**src/rtl/alu_decode_pkg.sv**
```systemverilog
// Shared field layout for the ALU decode stage and its scoreboard.
package alu_decode_pkg;

    localparam int unsigned ALU_OP_W = 4;
    localparam int unsigned PERCI_W  = 2;
    localparam int unsigned WRITE_W  = 2;

    // Instruction fields, listed from LSB to MSB of the packed word.
    typedef enum logic [3:0] {
        FldA, FldB, FldC, FldD, FldY1, FldY2, FldWrite, FldPerci, FldForm, FldOp, FldConstA
    } field_e;

    function automatic int unsigned instr_w(input int unsigned sel_w);
        return 1 + ALU_OP_W + 1 + PERCI_W + WRITE_W + 6 * sel_w;
    endfunction

    function automatic int unsigned field_lsb(input field_e f, input int unsigned sel_w);
        case (f)
            FldA:      return 0;
            FldB:      return sel_w;
            FldC:      return 2 * sel_w;
            FldD:      return 3 * sel_w;
            FldY1:     return 4 * sel_w;
            FldY2:     return 5 * sel_w;
            FldWrite:  return 6 * sel_w;
            FldPerci:  return 6 * sel_w + WRITE_W;
            FldForm:   return 6 * sel_w + WRITE_W + PERCI_W;
            FldOp:     return 6 * sel_w + WRITE_W + PERCI_W + 1;
            FldConstA: return 6 * sel_w + WRITE_W + PERCI_W + 1 + ALU_OP_W;
            default:   return 0;
        endcase
    endfunction

endpackage

```
**src/rtl/alu_scoreboard.sv**
```systemverilog
// Pending-write scoreboard: one busy bit per register, cleared by writeback and
// set by issued writes, with a combinational hazard check for the held instruction.
module alu_scoreboard #(
    parameter int unsigned SEL_W = 4,
    localparam int unsigned NREG = 1 << SEL_W
) (
    input  logic             clk,
    input  logic             rst,
    input  logic             wb_valid,
    input  logic [SEL_W-1:0] wb_sel,
    input  logic             set_y1,
    input  logic             set_y2,
    input  logic [SEL_W-1:0] a_sel,
    input  logic [SEL_W-1:0] b_sel,
    input  logic [SEL_W-1:0] c_sel,
    input  logic [SEL_W-1:0] d_sel,
    input  logic [SEL_W-1:0] y1_sel,
    input  logic [SEL_W-1:0] y2_sel,
    input  logic             chk_a,
    input  logic             chk_y1,
    input  logic             chk_y2,
    output logic             hazard,
    output logic [NREG-1:0]  busy_mask
);

    logic [NREG-1:0] wb_clr;
    logic [NREG-1:0] fire_set;
    logic [NREG-1:0] eff;
    logic [NREG-1:0] busy_d;

    // Writeback clears first so a same-cycle writeback unblocks; fire sets win.
    always_comb begin
        wb_clr   = '0;
        fire_set = '0;
        if (wb_valid) wb_clr[wb_sel] = 1'b1;
        if (set_y1)   fire_set[y1_sel] = 1'b1;
        if (set_y2)   fire_set[y2_sel] = 1'b1;
        eff    = busy_mask & ~wb_clr;
        busy_d = eff | fire_set;
        hazard = (chk_a & eff[a_sel]) | eff[b_sel] | eff[c_sel] | eff[d_sel]
               | (chk_y1 & eff[y1_sel]) | (chk_y2 & eff[y2_sel]);
    end

    // Busy register.
    always_ff @(posedge clk) begin
        if (rst) busy_mask <= '0;
        else     busy_mask <= busy_d;
    end

endmodule

```
**src/rtl/alu_decode_stage.sv**
```systemverilog
// Registered, handshaked ALU decode stage: holds one instruction until its
// sources and destinations are clear of in-flight writes, then issues it.
module alu_decode_stage import alu_decode_pkg::*; #(
    parameter int unsigned SEL_W   = 4,
    parameter int unsigned CNT_W   = 16,
    localparam int unsigned INSTR_W = 10 + 6 * SEL_W
) (
    input  logic                  clk,
    input  logic                  rst,
    input  logic                  in_valid,
    output logic                  in_ready,
    input  logic [INSTR_W-1:0]    in_instr,
    output logic                  out_valid,
    input  logic                  out_ready,
    output logic [ALU_OP_W-1:0]   alu_op,
    output logic                  alu_form,
    output logic [PERCI_W-1:0]    alu_vector_perci,
    output logic                  const_a,
    output logic [SEL_W-1:0]      alu_a_select,
    output logic [SEL_W-1:0]      alu_b_select,
    output logic [SEL_W-1:0]      alu_c_select,
    output logic [SEL_W-1:0]      alu_d_select,
    output logic [SEL_W-1:0]      alu_y1_select,
    output logic [SEL_W-1:0]      alu_y2_select,
    output logic [WRITE_W-1:0]    write,
    input  logic                  wb_valid,
    input  logic [SEL_W-1:0]      wb_sel,
    input  logic                  flush,
    output logic [CNT_W-1:0]      stall_count,
    output logic [(1<<SEL_W)-1:0] busy_mask
);

    localparam int unsigned A_LSB   = field_lsb(FldA, SEL_W);
    localparam int unsigned B_LSB   = field_lsb(FldB, SEL_W);
    localparam int unsigned C_LSB   = field_lsb(FldC, SEL_W);
    localparam int unsigned D_LSB   = field_lsb(FldD, SEL_W);
    localparam int unsigned Y1_LSB  = field_lsb(FldY1, SEL_W);
    localparam int unsigned Y2_LSB  = field_lsb(FldY2, SEL_W);
    localparam int unsigned WR_LSB  = field_lsb(FldWrite, SEL_W);
    localparam int unsigned PC_LSB  = field_lsb(FldPerci, SEL_W);
    localparam int unsigned FM_LSB  = field_lsb(FldForm, SEL_W);
    localparam int unsigned OP_LSB  = field_lsb(FldOp, SEL_W);
    localparam int unsigned CA_LSB  = field_lsb(FldConstA, SEL_W);

    logic held_q;
    logic held_d;
    logic hazard;
    logic fire;
    logic accept;

    // Handshake: flush blocks both issue and accept for the cycle.
    always_comb begin
        out_valid = held_q && !hazard && !flush;
        fire      = out_valid && out_ready;
        in_ready  = (!held_q || fire) && !flush;
        accept    = in_valid && in_ready;
        held_d    = held_q;
        if (flush)       held_d = 1'b0;
        else if (accept) held_d = 1'b1;
        else if (fire)   held_d = 1'b0;
    end

    // Held flag, decoded fields and saturating hazard-stall counter.
    always_ff @(posedge clk) begin
        if (rst) begin
            held_q           <= 1'b0;
            alu_op           <= '0;
            alu_form         <= 1'b0;
            alu_vector_perci <= '0;
            const_a          <= 1'b0;
            alu_a_select     <= '0;
            alu_b_select     <= '0;
            alu_c_select     <= '0;
            alu_d_select     <= '0;
            alu_y1_select    <= '0;
            alu_y2_select    <= '0;
            write            <= '0;
            stall_count      <= '0;
        end else begin
            held_q <= held_d;
            if (accept) begin
                alu_op           <= in_instr[OP_LSB +: ALU_OP_W];
                alu_form         <= in_instr[FM_LSB];
                alu_vector_perci <= in_instr[PC_LSB +: PERCI_W];
                const_a          <= in_instr[CA_LSB];
                alu_a_select     <= in_instr[A_LSB +: SEL_W];
                alu_b_select     <= in_instr[B_LSB +: SEL_W];
                alu_c_select     <= in_instr[C_LSB +: SEL_W];
                alu_d_select     <= in_instr[D_LSB +: SEL_W];
                alu_y1_select    <= in_instr[Y1_LSB +: SEL_W];
                alu_y2_select    <= in_instr[Y2_LSB +: SEL_W];
                write            <= in_instr[WR_LSB +: WRITE_W];
            end
            if (held_q && hazard && !flush && stall_count != {CNT_W{1'b1}}) begin
                stall_count <= stall_count + {{(CNT_W-1){1'b0}}, 1'b1};
            end
        end
    end

    alu_scoreboard #(
        .SEL_W (SEL_W)
    ) u_scoreboard (
        .clk       (clk),
        .rst       (rst),
        .wb_valid  (wb_valid),
        .wb_sel    (wb_sel),
        .set_y1    (fire && write[0]),
        .set_y2    (fire && write[1]),
        .a_sel     (alu_a_select),
        .b_sel     (alu_b_select),
        .c_sel     (alu_c_select),
        .d_sel     (alu_d_select),
        .y1_sel    (alu_y1_select),
        .y2_sel    (alu_y2_select),
        .chk_a     (!const_a),
        .chk_y1    (write[0]),
        .chk_y2    (write[1]),
        .hazard    (hazard),
        .busy_mask (busy_mask)
    );

endmodule

```
**config.mk**
```make
export PLATFORM = sky130hd
export DESIGN_NAME = alu_decode_stage
export DESIGN_NICKNAME = d
export VERILOG_FILES = /design/src/rtl/alu_decode_pkg.sv /design/src/rtl/alu_scoreboard.sv /design/src/rtl/alu_decode_stage.sv
export SDC_FILE = /design/constraint.sdc
export NUM_CORES = 1
export LEC_CHECK = 0
export CORE_MARGIN = 1
export CORE_UTILIZATION = 25
export DETAILED_ROUTE_END_ITERATION = 6
export SLEW_MARGIN = 20
export SYNTH_ARGS = -nofsm -noshare
export SYNTH_HDL_FRONTEND = slang
export SYNTH_HIERARCHICAL = 1
export SYNTH_SLANG_ARGS = --single-unit
```
**constraint.sdc**
```tcl
create_clock -name clk -period 4.8 [get_ports clk]
set_input_delay 0.48 -clock clk [delete_from_list [all_inputs] [get_ports clk]]
set_output_delay 0.48 -clock clk [all_outputs]
set_load 0.05 [all_outputs]
```
[Word-level counts from Yosys, hierarchy flattened]
Index checks and enable logic that the tools add are counted.
Operators by class
  add/sub/neg operators: 1
  magnitude comparators: 10
  equal/unequal tests: 1
  mux-type cells: 23
  bitwise operators: 12
  reductions and logical operators: 20
Operator list (count)
  16-bit two-way mux: 3
  4-bit by 5-bit less-than comparator with 1-bit output, second input constant: 7
  16-bit OR: 2
  1-bit binary-select mux with 4-bit select: 6
  16-bit by 1-bit adder with 16-bit output, second input constant: 1
  16-bit bitwise AND: 1
  16-bit inequality test, second input constant: 1
  16-bit NOT: 1
  1-bit logical AND: 13
  1-bit demux with 4-bit select: 3
  4-bit by 1-bit >= comparator with 1-bit output, second input constant: 3
  1-bit two-way mux: 11
  1-bit OR: 5
  1-bit logical NOT: 4
  1-bit bitwise AND: 3
  2-bit nonzero test: 1
  2-bit OR reduction: 1
  1-bit logical OR: 1
Word-level totals
  bits in registers: 67
  bits of input ports: 44
  output and inout port bits: 68
  word-level logic and storage cells: 81

[Longest topological paths before layout]
Gate-level depths: netlist (run 1).
  depth in word-level cells: 24
  gate-level depth with buffers: 12
  gate-level depth less buffers: 12

[Hierarchy]
Netlist (run 1), hierarchy kept.
By module, submodules not included
  alu_decode_stage: instances 1, cells an instance 220, area each 2113.3 µm², seq. area each 1021.0 µm²
  alu_scoreboard: instances 1, cells an instance 182, area each 1712.9 µm², seq. area each 320.3 µm²

[Least setup slack after synthesis (run 1)]
No wires, ideal clock.
  path type: flip-flop to flip-flop
  from: register alu_y1_select[0]
  to: register stall_count[11]
  setup time: 0.071 ns
  arrival time: 3.402 ns
  data required time: 4.729 ns
  setup slack: 1.327 ns
  stages on the path, launching flop included: 11
  path buffers: 2
  clock period less this slack: 3.473 ns
  path through: dfxtp_1 clkbuf_1 mux4_2 a211o_1 a221o_1 nand4_1 nand3b_1 or4_1 clkbuf_2 or4_1 a21oi_1
Between the ends
  longest elaborated chain between the ends: 8
RTL lines
  start: declaration: line alu_decode_stage.sv:23  | output logic [SEL_W-1:0] alu_y1_select,
  start signal: assignment: line alu_decode_stage.sv:90  | alu_y1_select <= in_instr[Y1_LSB +: SEL_W];
  1-bit binary-select mux with 4-bit select: line alu_scoreboard.sv:41  | | (chk_y1 & eff[y1_sel]) | (chk_y2 & eff[y2_sel]);
  1-bit two-way mux (implied by the code): line alu_scoreboard.sv:41
  1-bit bitwise AND: line alu_scoreboard.sv:41
  1-bit OR (2 in a row): line alu_scoreboard.sv:41
  via hazard: line alu_decode_stage.sv:47  | logic hazard;
  1-bit logical AND (3 in a row): line alu_decode_stage.sv:94  | if (held_q && hazard && !flush && stall_count != {CNT_W{1'b1}}) begin
  end signal: assignment: line alu_decode_stage.sv:95  | stall_count <= stall_count + {{(CNT_W-1){1'b0}}, 1'b1};
  end: declaration: line alu_decode_stage.sv:29  | output logic [CNT_W-1:0] stall_count,
The timed path passes the listed nets, and every way through them passes these cells. The select of a mux whose other input is x is not followed.
A chain may end at the register's enable or synchronous reset.

[Final worst setup path (run 1)]
  from: input port wb_sel[0]
  to: output port in_ready
Between the ends
  longest elaborated chain between the ends: 21
  elaborated cells between the ends (all ways): 34
  those cells by class: order compare: 2; mux: 15; bitwise: 10; reduce/logical: 7
RTL lines
  start: declaration: line alu_decode_stage.sv:27  | input logic [SEL_W-1:0] wb_sel,
  4-bit by 5-bit less-than comparator with 1-bit output (implied by the code) or 4-bit by 1-bit >= comparator with 1-bit output (tied branches): line alu_scoreboard.sv:35  | if (wb_valid) wb_clr[wb_sel] = 1'b1;
  1-bit logical AND (implied by the code): line alu_scoreboard.sv:35
  1-bit two-way mux (implied by the code): line alu_scoreboard.sv:35
  1-bit demux with 4-bit select (*)
  16-bit two-way mux (*): line alu_scoreboard.sv:35
  16-bit NOT (*): line alu_scoreboard.sv:38  | eff = busy_mask & ~wb_clr;
  16-bit bitwise AND (*): line alu_scoreboard.sv:38
  1-bit binary-select mux with 4-bit select: line alu_scoreboard.sv:40  | hazard = (chk_a & eff[a_sel]) | eff[b_sel] | eff[c_sel] | eff[d_sel]
  (+5 left out)
  1-bit OR: line alu_scoreboard.sv:41
  1-bit OR (*): line alu_scoreboard.sv:41
  via hazard: line alu_decode_stage.sv:47
  1-bit logical NOT (*): line alu_decode_stage.sv:53  | out_valid = held_q && !hazard && !flush;
  1-bit logical AND (*) (2 in a row): line alu_decode_stage.sv:53
  1-bit logical AND (*): line alu_decode_stage.sv:54  | fire = out_valid && out_ready;
  1-bit logical OR (*): line alu_decode_stage.sv:55  | in_ready = (!held_q || fire) && !flush;
  1-bit logical AND (*): line alu_decode_stage.sv:55
  end: declaration: line alu_decode_stage.sv:11  | output logic in_ready,
Mark *: on every way through the listed nets, which the timed path passes. The rest lies on a longest branch. The select of a mux whose other input is x is not followed.

==> impl_metrics.env, run 1 <==
export IMPL_pwr_share_clk_pct=44.7
export IMPL_synth_area_leaders="dfxtp_1, mux2i_1, mux4_2"
export IMPL_die_h_um=126
export IMPL_hpwl_mm=9.72
export IMPL_path_cells="clkdlybuf4s50_1 > or2b_2 > o21ai_1 > mux4_2 > o22ai_1 > nor4_1 > nand4_1 > nand2b_1 > a21oi_1 > buf_4"
export IMPL_synth_seq_cells=67
export IMPL_initial_utilization_pct=25.9
export IMPL_cpPeakStageDelay_ns=0.58
export IMPL_syn_area_per_cell_um2=9.52
export IMPL_grt_pass1_vias=3678
export IMPL_intPower_mw=1.09
export IMPL_pin_count=112
export IMPL_synth_edff_count=0
export IMPL_cts_setup_buffers=0
export IMPL_leakagePower_nw=1.71
export IMPL_fp_dieArea_um2=15800
export IMPL_drv_cap=0
export IMPL_min_path_type="flip-flop to flip-flop"
export IMPL_synthAdderAreaFrac_pct=0.327
export IMPL_clock_path_buffers=2
export IMPL_slowest_stage="o21ai_1"
export IMPL_path_max_fanout=8
export IMPL_cts_resized=0
export IMPL_post_route_period_util_pct=89.4
export IMPL_path_clk_slew_ns=0.05
export IMPL_synth_compound_area_share_pct=20.5
export IMPL_comb_power_share_pct=14.5
export IMPL_vdd_ir_drop_max_uv=137
export IMPL_vias_per_cell=5.52
export IMPL_clk_latency_ns=0.34
export IMPL_synthXorXnorAreaFrac_pct=0
export IMPL_yosysWarnings=6
export IMPL_dieWidth_um=126
export IMPL_synthSimpleGateAreaFrac_pct=19.1
export IMPL_synth_top_area_share_pct=35.1
export IMPL_seqPwrFrac_pct=40.8
export IMPL_cts_root_buf="clkbuf_16"
export IMPL_syn_num_nets=447
export IMPL_slew_violations=0
export IMPL_rsz0062_at_grt="no"
export IMPL_seq_area_frac_synth_pct=35.1
export IMPL_slew_headroom_pct=44.0
export IMPL_cts_made_buffers=9
export IMPL_drive_gt1_share_pct=12.0
export IMPL_first_iter_violations=209
export IMPL_async_flop_share_pct=0
export IMPL_drtPass1Iterations=4
export IMPL_wl_mm=13.3
export IMPL_via_count=3833
export IMPL_powerDensity_nw_per_um2=272
export IMPL_wl_per_cell_um=19.1
export IMPL_port_buffers=111
export IMPL_cts_htree_levels=3
export IMPL_yosys_area_top_type="dfxtp_1"
export IMPL_overflow=0
export IMPL_cp_arrival_ns=3.81
export IMPL_core_rowCount=44
export IMPL_p_sw_mw=0.385
export IMPL_run_status="completed"
export IMPL_ant_nets=0
export IMPL_nNetsFinal=551
export IMPL_final_setup_tns_ns=0
export IMPL_synth_flop_cell="dfxtp_1"
export IMPL_synth_top_family_by_area="multiplexers"
export IMPL_skew_ns=0.00753
export IMPL_crit_path_start_kind="primary input"
export IMPL_clock_fmax_ghz=0.233
export IMPL_path_delay_family="simple AND/OR/NAND/NOR gates"
export IMPL_drc_errors=0
export IMPL_track_usage_pct=16.9
export IMPL_synth_most_common_cell="dfxtp_1"
export IMPL_cts_tree="done"
export IMPL_cts_sinks=67
export IMPL_hold_buffers=0
export IMPL_place_ws_ns=0.370
export IMPL_hold_viol=0
export IMPL_synth_cell_types=61
export IMPL_syn_area_um2=3830
export IMPL_required_ns=4.32
export IMPL_critical_path_buf_inv_count=2
export IMPL_num_antenna_cells=0
export IMPL_worstMarginPinSlew_ns=0.840
export IMPL_synthMuxAreaShare_pct=21.4
export IMPL_swShare_pct=26.1
export IMPL_grt_max_degree=46
export IMPL_synthCells=402
export IMPL_fin_crit_ns=4.29
export IMPL_coreArea_um2=14800
export IMPL_synthTopCellsByCount="dfxtp_1, nor2_1, mux2i_1"
export IMPL_grt_pass1_wl_mm=20.7
export IMPL_ff2ff_setup_slack_ns=1.28
export IMPL_routabilityCongestion=0.905
export IMPL_crit_path_end_kind="primary output"
export IMPL_crit_type="primary input to primary output"
export IMPL_antenna_found_initial=0
export IMPL_setup_violations=0
export IMPL_setup_ws_ns=0.510
export IMPL_syn2layout_area_growth_pct=41.6
-- registers in the layout, summed over array words and instances, names as in the netlist --
signal	count
alu_y1_select	4
alu_c_select	4
const_a	1
alu_a_select	4
alu_d_select	4
u_scoreboard/busy_mask	16
alu_b_select	4
stall_count	16
alu_form	1
write	2
alu_op	4
held_q	1
alu_vector_perci	2
alu_y2_select	4
-- per-layer routing --
| layer | global-route usage (%) | up-vias | part of all wire [%] |
|---|---|---|---|
| met1 | 21.6 | 1830 | 44 |
| met5 | 0 | - | 0 |
| met3 | 6.12 | 24 | 8.9 |
| met4 | 6.53 | 0 | 2.0 |
| met2 | 26.0 | 205 | 45 |
| li1 | - | 1774 | - |
-- layout make-up --
| class | instances | area [um2] |
|---|---|---|
| Fill cell | 1502 | 9340 |
| Multi-Input combinational cell | 300 | 2360 |
| Sequential cell | 67 | 1340 |
| Timing Repair Buffer | 115 | 1140 |
| Clock buffer | 13 | 260 |
| Tap cell | 184 | 230 |
| Inverter | 13 | 48.8 |
| Clock inverter | 2 | 35.0 |
-- worst paths after layout --
| check | end | start | depth (start not counted) |
|---|---|---|---|
| worst max-delay path | in_ready | wb_sel[0] | 10 |
| worst min-delay path | alu_op[3]$_SDFFE_PP0P_ | alu_op[3]$_SDFFE_PP0P_ | 2 |
| worst max register to register | stall_count[15]$_SDFFE_PP0P_ | alu_y1_select[0]$_SDFFE_PP0P_ | 8 |
| worst min register to register | alu_op[3]$_SDFFE_PP0P_ | alu_op[3]$_SDFFE_PP0P_ | 2 |
-- logic make-up after synthesis --
logic type               count (synthesis)
AND/OR/NAND/NOR                        132
AO/OA/AOI/OAI                          110
flip-flops                              67
multiplexers                            57
buffers and inverters                   35
adder cells (fa/ha/maj)                  1
-- worst min-delay path, cell delays in order, from the launching register on --
cell	delay (ns)
dfxtp_1	0.32
mux2i_1	0.06
nor2_1	0.08
-- through the flow --
step                hold WS (ns)  cells  power [mW]  instance area [um2]  utilization [%]
global placement           0.476    679       0.826                 5120             34.7
global route               0.528    694        1.54                 5420             36.7
detailed placement         0.487    679       0.829                 5120             34.7
CTS                        0.500    694        1.50                 5420             36.7
floorplan                  0.540    402       0.732                 3830                -
finish                     0.493    694        1.48                 5420             36.7
-- power by group through the flow --
stage / Combinational [mW] / Sequential, mW / Clock, mW
3_3_place_gp: 0.212 / 0.614 / 0
5_1_grt: 0.225 / 0.606 / 0.706
6_report: 0.215 / 0.602 / 0.660
4_1_cts: 0.215 / 0.603 / 0.685
3_5_place_dp: 0.214 / 0.615 / 0
2_1_floorplan: 0.0817 / 0.650 / 0
-- cell usage in the layout (no fill, tap or decap), types with 6 or more instances in the layout --
cell type          n
nand3_1            8
nor2_1            47
nand2_1           11
and3_1             6
o31ai_1            7
nor4_1             6
a21oi_1           29
clkbuf_16          9
mux2i_1           35
nor2b_1            8
or4_1              7
a22oi_1           12
o21ai_2           10
dfxtp_1           67
clkdlybuf4s50_1  108
inv_1             13
o211ai_1          10
mux4_2            13
Note: power is estimated with default switching activity, not from simulation.
==> run 2, diff against run 1 <==
- MAX_ROUTING_LAYER: unset -> met4
==> run 2 against run 1 <==
Against the previous run: core utilization about the same; worst setup slack improved by 0.054 ns; clock skew is 0.0018 ns lower; register-to-register slack improved by 0.06 ns; combinational power about the same; via count about the same; sequential power about the same; first-iteration DRC count rose by 25%; critical path type unchanged; wire length grew 0.48%; final cell count up 0.14%; critical path depth unchanged; power down 2.5%.
==> impl_metrics.env, run 2 (synthesized netlist as in run 1, its figures left out) <==
export IMPL_run_status="completed"
export IMPL_clock_path_buffers=2
export IMPL_cts_htree_levels=3
export IMPL_drc_errors=0
export IMPL_clk_latency_ns=0.33
export IMPL_antenna_found_initial=0
export IMPL_grt_pass1_vias=3768
export IMPL_worst_hold_slack_ns=0.493
export IMPL_grt_max_degree=46
export IMPL_final_setup_tns_ns=0
export IMPL_coreArea_um2=14800
export IMPL_r2r_start="alu_y2_select[3]$_SDFFE_PP0P_"
export IMPL_setup_violations=0
export IMPL_cts_made_buffers=9
export IMPL_crit_type="primary input to primary output"
export IMPL_wl_per_cell_um=19.2
export IMPL_dieWidth_um=126
export IMPL_powerDensity_nw_per_um2=266
export IMPL_vias_per_cell=5.51
export IMPL_drive_gt1_share_pct=12.1
export IMPL_power_mw=1.44
export IMPL_grt_pass1_wl_mm=21.2
export IMPL_required_ns=4.32
export IMPL_syn2layout_area_growth_pct=41.5
export IMPL_worstMarginPinSlew_ns=0.824
export IMPL_track_usage_pct=17.8
export IMPL_leakagePower_nw=1.71
export IMPL_post_route_period_util_pct=88.3
export IMPL_crit_path_end_kind="primary output"
export IMPL_cts_resized=0
export IMPL_skew_ns=0.00571
export IMPL_min_path_type="flip-flop to flip-flop"
export IMPL_port_buffers=111
export IMPL_hold_buffers=0
export IMPL_wl_mm=13.3
export IMPL_pin_count=112
export IMPL_drv_cap=0
export IMPL_multiInputGateArea_um2=2360
export IMPL_path_clk_slew_ns=0.05
export IMPL_drtPass1Iterations=5
export IMPL_crit_path_start_kind="primary input"
export IMPL_nNetsFinal=552
export IMPL_hp_start="alu_op[1]$_SDFFE_PP0P_"
export IMPL_cts_setup_buffers=0
export IMPL_cts_root_buf="clkbuf_16"
export IMPL_rsz0062_at_grt="no"
export IMPL_fp_dieArea_um2=15800
export IMPL_hold_viol=0
export IMPL_vdd_ir_drop_max_uv=181
export IMPL_routabilityCongestion=0.949
export IMPL_final_cell_mix="clkdlybuf4s50_1, dfxtp_1, nor2_1"
export IMPL_initial_utilization_pct=25.9
export IMPL_seq_area_um2=1340
export IMPL_core_rowCount=44
export IMPL_cts_tree="done"
export IMPL_hpwl_mm=9.75
export IMPL_die_h_um=126
export IMPL_num_fill_cells=1486
export IMPL_num_antenna_cells=0
export IMPL_slew_headroom_pct=45.1
export IMPL_cts_sinks=67
export IMPL_fin_crit_ns=4.24
export IMPL_cp_startpoint="wb_sel[2]"
export IMPL_overflow=0
export IMPL_clock_fmax_ghz=0.236
export IMPL_via_count=3832
export IMPL_final_common_cell="clkdlybuf4s50_1"
export IMPL_cp_arrival_ns=3.76
export IMPL_path_max_fanout=7
export IMPL_largest_registers="stall_count x16, u_scoreboard/busy_mask x16"
export IMPL_ant_nets=0
export IMPL_first_iter_violations=262
export IMPL_slew_violations=0
==> run 2: changes by cell type in the layout (fill, tap and decap cells not counted) <==
cell        delta
bufinv_16      -1
buf_4          +1
clkbuf_8       +1
clkinv_2       -1
clkinvlp_4     +1
==> run 2: report_power, final <==
group	leakage, nW	internal (mW)	total (mW)	switching (mW)
Sequential	0.544	0.572	0.602	0.0302
Clock	0.135	0.389	0.623	0.234
Combinational	1.03	0.0937	0.214	0.121
==> run 2: critical path, stage by stage <==
cell,delay (ns)
clkdlybuf4s50_1,0.48
nand3b_1,0.35
o21ai_0,0.68
mux4_2,0.38
o22ai_1,0.06
nor4_1,0.30
nand4_1,0.23
nand2b_1,0.28
a21oi_1,0.26
buf_4,0.24
==> run 2: per-stage QoR <==
step	utilization (%)	setup WS [ns]	instances	instance area, um2
CTS	36.7	0.654	695	5410
global placement	34.8	0.467	680	5130
detailed placement	34.8	0.451	680	5130
global route	36.7	0.282	695	5410
floorplan	-	1.33	402	3830
finish	36.7	0.564	695	5410
==> run 2: path summary, 6_finish.rpt <==
path / cells past startpoint / slack [ns] / endpoint
max: 10 / 0.56 / in_ready
min: 2 / 0.49 / alu_op[1]$_SDFFE_PP0P_
max reg2reg: 8 / 1.34 / stall_count[11]$_SDFFE_PP0P_
min reg2reg: 2 / 0.49 / alu_op[1]$_SDFFE_PP0P_
==> run 2: metal layers <==
metal / track usage [%] / vias up / part of all wire (%)
li1: - / 1770 / -
met1: 22.5 / 1823 / 44
met2: 26.7 / 213 / 46
met3: 5.52 / 26 / 8.1
met4: 6.10 / 0 / 2.2
met5: - / - / 0
==> run 2: cell type report <==
type / instances / share of cell area [%]
multi-input cells: 300 / 43.6
flip-flops and latches: 67 / 24.8
repair buffers: 116 / 21.3
clock buffers: 14 / 5.06
well taps: 184 / 4.25
inverters: 13 / 0.902
clock inverters: 1 / 0.139
==> run 3, diff against run 2 <==
- HOLD_SLACK_MARGIN: unset -> 0.03
==> results of run 3 <==
No change in the layout: final DEF, timing and power equal those of run 2.
